===== config.mk =====
export PLATFORM = sky130hd
export DESIGN_NAME = stopwatch_cu
export DESIGN_NICKNAME = d
export VERILOG_FILES = /design/src/rtl/stopwatch_pkg.sv /design/src/rtl/btn_debounce.sv /design/src/rtl/stopwatch_cu.sv
export SDC_FILE = /design/constraint.sdc
export NUM_CORES = 1
export LEC_CHECK = 0
export BUFFER_PORTS_ARGS = -buffer_cell sky130_fd_sc_hd__buf_2
export CORE_UTILIZATION = 50
export CTS_CLUSTER_DIAMETER = 200
export DETAILED_ROUTE_END_ITERATION = 6
export PLACE_DENSITY = 0.71
export SLEW_MARGIN = 5
export SYNTH_ARGS = -nofsm -noshare
export SYNTH_HDL_FRONTEND = slang
export SYNTH_HIERARCHICAL = 1
export SYNTH_SLANG_ARGS = --single-unit

===== constraint.sdc =====
create_clock -name clk -period 4 [get_ports clk]
set_input_delay 0.4 -clock clk [delete_from_list [all_inputs] [get_ports clk]]
set_output_delay 0.4 -clock clk [all_outputs]
set_load 0.005 [all_outputs]

===== src/rtl/stopwatch_pkg.sv =====
// Shared definitions for the stopwatch: FSM state encoding and default timing parameters.
package stopwatch_pkg;

    typedef enum logic [1:0] {
        ST_STOP  = 2'd0,
        ST_RUN   = 2'd1,
        ST_CLEAR = 2'd2
    } sw_state_e;

    localparam int SW_CLK_HZ    = 100_000_000;
    localparam int SW_SAMPLE_HZ = 1_000;
    localparam int SW_DB_DEPTH  = 8;

endpackage


===== src/rtl/btn_debounce.sv =====
// One push-button: 2-FF synchroniser, tick-sampled history, debounced level and
// a registered single-cycle press pulse on each debounced rising edge.
module btn_debounce #(
    parameter int DB_DEPTH = stopwatch_pkg::SW_DB_DEPTH
) (
    input  logic clk,
    input  logic reset,
    input  logic tick,
    input  logic btn_in,
    output logic press,
    output logic level
);

    logic [1:0]          r_sync;
    logic [DB_DEPTH-1:0] r_hist;
    logic                r_level;
    logic                r_level_d;
    logic                r_press;
    logic [DB_DEPTH-1:0] w_hist_nxt;

    // Level is judged on the history as it will be after this tick's shift,
    // so the level moves on the same edge that completes the run of samples.
    assign w_hist_nxt = {r_hist[DB_DEPTH-2:0], r_sync[1]};

    always_ff @(posedge clk or posedge reset) begin
        if (reset) begin
            r_sync    <= '0;
            r_hist    <= '0;
            r_level   <= 1'b0;
            r_level_d <= 1'b0;
            r_press   <= 1'b0;
        end else begin
            r_sync    <= {r_sync[0], btn_in};
            r_level_d <= r_level;
            r_press   <= r_level & ~r_level_d;
            if (tick) begin
                r_hist <= w_hist_nxt;
                if (&w_hist_nxt)
                    r_level <= 1'b1;
                else if (~|w_hist_nxt)
                    r_level <= 1'b0;
            end
        end
    end

    assign press = r_press;
    assign level = r_level;

endmodule


===== src/rtl/stopwatch_cu.sv =====
// Stopwatch control unit: debounced buttons drive a STOP/RUN/CLEAR Moore FSM with
// registered outputs. The mode button/toggle exists only with STOPWATCH_CU_MODE_EN.
module stopwatch_cu
    import stopwatch_pkg::*;
#(
    parameter int CLK_HZ    = SW_CLK_HZ,
    parameter int SAMPLE_HZ = SW_SAMPLE_HZ,
    parameter int DB_DEPTH  = SW_DB_DEPTH
) (
    input  logic clk,
    input  logic reset,
    input  logic btn_run,
    input  logic btn_clear,
    input  logic btn_mode,
    output logic run_stop,
    output logic clear,
    output logic mode
);

    localparam int DIV = CLK_HZ / SAMPLE_HZ;
    localparam int CW  = (DIV > 1) ? $clog2(DIV) : 1;

    logic [CW-1:0] r_cnt;
    logic          w_tick;
    sw_state_e     r_state;
    sw_state_e     w_state_nxt;
    logic          r_run_stop;
    logic          r_clear;
    logic          w_press_run;
    logic          w_press_clr;
    logic          w_run_lvl;
    logic          w_clr_lvl;

    assign w_tick = (r_cnt == CW'(DIV - 1));

    always_ff @(posedge clk or posedge reset) begin
        if (reset)
            r_cnt <= '0;
        else if (w_tick)
            r_cnt <= '0;
        else
            r_cnt <= r_cnt + 1'b1;
    end

    btn_debounce #(.DB_DEPTH(DB_DEPTH)) u_db_run (
        .clk(clk), .reset(reset), .tick(w_tick), .btn_in(btn_run),
        .press(w_press_run), .level(w_run_lvl)
    );

    btn_debounce #(.DB_DEPTH(DB_DEPTH)) u_db_clr (
        .clk(clk), .reset(reset), .tick(w_tick), .btn_in(btn_clear),
        .press(w_press_clr), .level(w_clr_lvl)
    );

    always_ff @(posedge clk or posedge reset) begin
        if (reset)
            r_state <= ST_STOP;
        else
            r_state <= w_state_nxt;
    end

    always_comb begin
        w_state_nxt = r_state;
        case (r_state)
            ST_STOP: begin
                if (w_press_clr)
                    w_state_nxt = ST_CLEAR;
                else if (w_press_run)
                    w_state_nxt = ST_RUN;
            end
            ST_RUN: begin
                if (w_press_run)
                    w_state_nxt = ST_STOP;
            end
            ST_CLEAR: w_state_nxt = ST_STOP;
            default:  w_state_nxt = ST_STOP;
        endcase
    end

    // run_stop gates the datapath clock, so it must come straight from a flop.
    always_ff @(posedge clk or posedge reset) begin
        if (reset) begin
            r_run_stop <= 1'b0;
            r_clear    <= 1'b0;
        end else begin
            r_run_stop <= (r_state == ST_RUN);
            r_clear    <= (r_state == ST_CLEAR);
        end
    end

    assign run_stop = r_run_stop;
    assign clear    = r_clear;

`ifdef STOPWATCH_CU_MODE_EN
    logic w_press_mode;
    logic w_mode_lvl;
    logic r_mode;

    btn_debounce #(.DB_DEPTH(DB_DEPTH)) u_db_mode (
        .clk(clk), .reset(reset), .tick(w_tick), .btn_in(btn_mode),
        .press(w_press_mode), .level(w_mode_lvl)
    );

    always_ff @(posedge clk or posedge reset) begin
        if (reset)
            r_mode <= 1'b0;
        else if (w_press_mode)
            r_mode <= ~r_mode;
    end

    assign mode = r_mode;

    logic w_unused;
    assign w_unused = &{1'b0, w_run_lvl, w_clr_lvl, w_mode_lvl};
`else
    assign mode = 1'b0;

    logic w_unused;
    assign w_unused = &{1'b0, btn_mode, w_run_lvl, w_clr_lvl};
`endif

endmodule


### After elaboration in Yosys (flattened, before gate mapping)

Cells that the tools add are included.

| word-level totals | value |
|---|---|
| output and inout bits | 3 |
| logic and storage cells | 43 |
| register bits | 45 |
| memory bits (read-only) | 0 |
| memories kept | 0 |
| latch bits | 0 |
| RAM bits | 0 |

| cells by class | value |
|---|---|
| bitwise logic cells | 4 |
| shift operators | 0 |
| equal/unequal tests | 7 |
| reductions and logical operators | 8 |
| divide/modulo/power cells | 0 |
| $mul | 0 |
| $lt $le $gt $ge | 0 |
| $add $sub $neg | 1 |
| mux-type cells | 9 |

Operators by type and width:

| kind | count |
|---|---|
| adder 17 x 1 -> 17 bit, second input constant | 1 |
| == test 17 bit, second input constant | 1 |
| two-way mux 17 bit | 1 |
| AND reduction 8 bit | 2 |
| OR reduction 8 bit | 2 |
| two-way mux 2 bit | 3 |
| inequality test 2 x 1 -> 1 bit, second input constant | 3 |
| AND reduction 2 bit | 3 |
| two-way mux 1 bit | 4 |
| one-hot mux 2 bit (2 select lines) | 1 |
| inequality test 3 x 1 -> 1 bit, second input constant | 1 |
| AND 1 bit | 2 |
| == test 2 x 1 -> 1 bit, second input constant | 1 |
| == test 2 bit, second input constant | 1 |
| zero test 2 bit | 1 |
| NOT 1 bit | 2 |

### Longest topological paths before layout

| logic depth | value |
|---|---|
| depth after elaboration | 3 |
| gate-level depth with buffers | 9 |

### By module

The synthesis kept the hierarchy.

By module, submodules not included:

| module | area each (um^2) | times used | cells each |
|---|---|---|---|
| stopwatch_cu | 974.7 | 1 | 88 |
| btn_debounce | 447.9 | 2 | 32 |

### Least setup slack after synthesis

No wires, ideal clock.

| path | value |
|---|---|
| kind | reg2reg |
| start | register r_cnt[0] |
| end | register u_db_clr.r_hist[0] |
| buffers on the path | 2 |
| setup time | 125 ps |
| data required time | 3875 ps |
| data arrival time | 1674 ps |
| path slack | 2201 ps |
| cell stages (with the launch flop) | 8 |
| cells stage by stage | dfrtp_1 > ha_1 > nand3_1 > nor2_1 > and4_1 > buf_2 > buf_4 > mux2_2 |

| between the ends | value |
|---|---|
| longest elaborated chain between the ends | 1 |

RTL lines:

| item | line | RTL |
|---|---|---|
| start: declaration | stopwatch_cu.sv:23 | `logic [CW-1:0] r_cnt;` |
| start signal: assignment | stopwatch_cu.sv:42 | `r_cnt <= r_cnt + 1'b1;` |
| == test 17 bit | stopwatch_cu.sv:34 | `assign w_tick = (r_cnt == CW'(DIV - 1));` |
| via w_tick | stopwatch_cu.sv:24 | `logic w_tick;` |
| end signal: assignment | btn_debounce.sv:37 | `r_hist <= w_hist_nxt;` |
| end: declaration | btn_debounce.sv:15 | `logic [DB_DEPTH-1:0] r_hist;` |

The timed path passes the listed nets, and every way through them passes these cells.
A chain may end at the register's enable or synchronous reset.

### Final worst setup path

| path | value |
|---|---|
| start | register r_cnt[0] |
| end | register u_db_run.r_level, in the netlist u_db_run/level |

| between the ends | value |
|---|---|
| longest elaborated chain between the ends | 2 |

RTL lines:

| item | line | RTL |
|---|---|---|
| == test 17 bit | stopwatch_cu.sv:34 |  |
| AND reduction 2 bit (no line) | - |  |
| end signal: assignment | btn_debounce.sv:29 | `r_level <= 1'b0;` |
| end signal: assignment | btn_debounce.sv:39 | `r_level <= 1'b1;` |
| end signal: assignment | btn_debounce.sv:41 | `r_level <= 1'b0;` |
| end: declaration | btn_debounce.sv:16 | `logic r_level;` |

No other way between the ends.

==> results by group <==
GRT
  – Total grt overflow: 0
  – Largest net degree at the start of global routing: 28
  – Tot GR Track Use: 0.167
  – Initial antenna violation count: 0
  – Global-route wire length before repair: 5010 um
  – Number of global-route vias before repair: approximately 1200

Floorplanning
  – Die extent in y: 63.2 um
  – # rows: 21
  – Core footprint: approximately 0.0035 mm2
  – Die Wd: between 60 and 70 um
  – Ports: 8
  – Die area: approximately 0.004 mm2
  – Starting Density: 0.539

Finish
  – Ant diodes: 0
  – Area growth syn-to-layout: 7.56%
  – Share of cells above drive strength 1: 0.181
  – Fin nets: 166
  – Fillers: 312
  – Design Area, Final: 0.00201 mm2
  – Layout Cells excl Fill: between 200 and 250

STA
  – Worst Slack Setup Final: 1.44 ns
  – Slew @ Worst Pin: 1.03 ns
  – Pins Over Slew Limit: 0
  – Max Clock Skew: 0.00512 ns
  – RSZ-0062 raised after global routing: false
  – Final worst path period share: 0.640
  – Tmin final: about 2.6 ns
  – F_max: 391 MHz
  – Worst relative slew slack: 0.313
  – Hold Vio Cnt, Final: 0
  – Worst hold slack: 0.125 ns
  – Final setup TNS: 0 ns
  – Finish-stage setup viols: 0

Synthesis
  – Multiplexer share of the synthesized area: 0.0722
  – Synth unique cells: 25
  – Synth top area share: 0.602
  – Ys async rst share: 1.00
  – Yosys warns: 6
  – Ranking of synthesized cells by area: dfrtp_1 60%, mux2_2 7.2%, xnor2_1 5.2%, nor2_1 3.0%, nand4_1 2.7%
  – Avg Cell Area, Syn: around 12 um2
  – Sequential share of the synthesized area: 0.602
  – Synth top cells by count: 45 x dfrtp_1, 15 x nor2_1, 12 x mux2_2
  – Mapped Cells: 152
  – Seq cells post-synth: 45
  – Post-Synthesis Net Count: ~160
  – Synthesized area: 0.00187 mm2
  – Largest family of logic cells by synthesized area: simple AND/OR/NAND/NOR gates
  – Post-Synth XOR/XNOR Area: 0.0702
  – Dominant synthesized flop cell: dfrtp_1
  – Simple-Gate Fraction of Synth Area: 0.200
  – Post-synth EDFFs: 0
  – Yosys top cell by area: dfrtp_1
  – Compound-cell area share of the yosys netlist: 0.0161
  – Most frequent cell after synthesis: dfrtp_1
  – Post-Synth Adder-Cell Area: 0.00669

Place
  – Placer congestion estimate: 0.785
  – DP Area: 0.00193 mm2
  – HPWL after DPL: 1990 um
  – Placed insts: ~200
  – DP Worst Slack: 1.54 ns
  – Port Buffers: 5

Critical path
  – Element type at the critical path start: flop
  – CP arrival: 2.79 ns
  – Crit Path Max Fanout: 27
  – Worst path required time: about 4.2 ns
  – Reg2Reg Depth: 7
  – Crit Path Category: reg2reg
  – Crit end category: flop

Drt
  – Initial DRC Count: 39
  – Drt drc: 0
  – Final ANT Viol Nets: 0
  – WL/cell: 13.7 um
  – Final wirelength: around 2800 um
  – Vias per inst: 5.38
  – Via count: 1109
  – DRT Pass-1 Iters: 4

Clock tree
  – H-tree depth: 2
  – CTS tree: done
  – CTS clk-pin slew, worst paths: 0.07 ns
  – Post-CTS sizing: 0
  – Hold Buf Count CTS: 0
  – Root buffer cell: clkbuf_8
  – Setup repair bufs after CTS: 0
  – TritonCTS Sinks: 45
  – CTS Buffer Depth: 2
  – Clock latency at the later pin of the worst-skew pair: just under 0.3 ns
  – TritonCTS Buffers: 5

Status
  – Outcome: complete, no violations

Power
  – Leak Pwr: between 0.9 and 1 nW
  – Cell area power density: approximately 370 mW/mm2
  – VDD IR max: 0.268 mV

Hold path
  – Hold WC Path Type: in2async

Job
  – Maxcap violations: 0
final timing paths:
check                                              from                             end  slack [ns]
min in group clk                              btn_clear    u_db_clr/r_sync[0]$_DFF_PP0_        0.22
max                                  r_cnt[0]$_DFF_PP0_      u_db_run/level$_DFFE_PP0P_        1.44
max in group asynchronous                         reset          r_state[1]$_DFFE_PP0P_        3.26
min reg2reg                u_db_clr/r_sync[0]$_DFF_PP0_    u_db_clr/r_sync[1]$_DFF_PP0_        0.36
max reg2reg                          r_cnt[0]$_DFF_PP0_      u_db_run/level$_DFFE_PP0P_        1.44
min                                               reset  u_db_run/r_hist[5]$_DFFE_PP0P_        0.13
cell usage in the layout, fill, tap and decap left out, types with 6 or more instances in the layout:
cell / n
nand2_1: 7
xnor2_1: 11
clkbuf_8: 6
nand3_1: 7
nand4_1: 8
inv_1: 8
mux2_2: 12
nor3_1: 8
dfrtp_1: 45
nor2_1: 15
through the flow:
step	utilization	power, mW
2_1_floorplan	-	0.475
3_3_place_gp	0.555	0.478
3_5_place_dp	0.555	0.478
4_1_cts	0.580	0.753
5_1_grt	0.580	0.769
6_report	0.580	0.738
critical path, cell delays in order, from the launching register on:
cell and delay, ns:
dfrtp_1 0.39, ha_1 0.22, nand3_1 0.13, nor2_1 0.22, and4_1 0.93, nand2_1 0.18, nor3_1 0.30, a21o_1 0.12
registers in the layout, summed over array words and instances (netlist names), 2 cells and up:
signal,count
u_db_clr/r_sync,2
r_state,2
u_db_run/r_sync,2
r_cnt,17
u_db_run/r_hist,7
u_db_clr/r_hist,7
cell type report:
cell class | instances | area, um2 | area share
clock buffers | 7 | 86.3 | 0.0429
well taps | 46 | 57.6 | 0.0286
repair buffers | 5 | 25.0 | 0.0124
inverters | 8 | 30.0 | 0.0149
multi-input cells | 95 | 687 | 0.341
flip-flops and latches | 45 | 1130 | 0.560
where the power goes:
group | switching, mW | total, mW | internal [mW]
combinational | 0.00918 | 0.0107 | 0.00150
sequential | 0.00122 | 0.458 | 0.457
clock | 0.132 | 0.269 | 0.137
layer usage:
metal	GRT usage	vias up	routed length (um)
met2	0.296	20	1460
met3	0.0380	5	84
li1	-	531	-
met5	0	-	0
met1	0.177	553	1220
met4	0.102	0	61
cells by family after synthesis:
group | count (synthesis)
mux | 12
other cells | 1
compound gates | 5
xor+xnor | 15
buf+inv | 12
flops | 45
simple gates | 61
fa+ha+maj | 1
No activity file was read; power rests on OpenSTA's default activity.
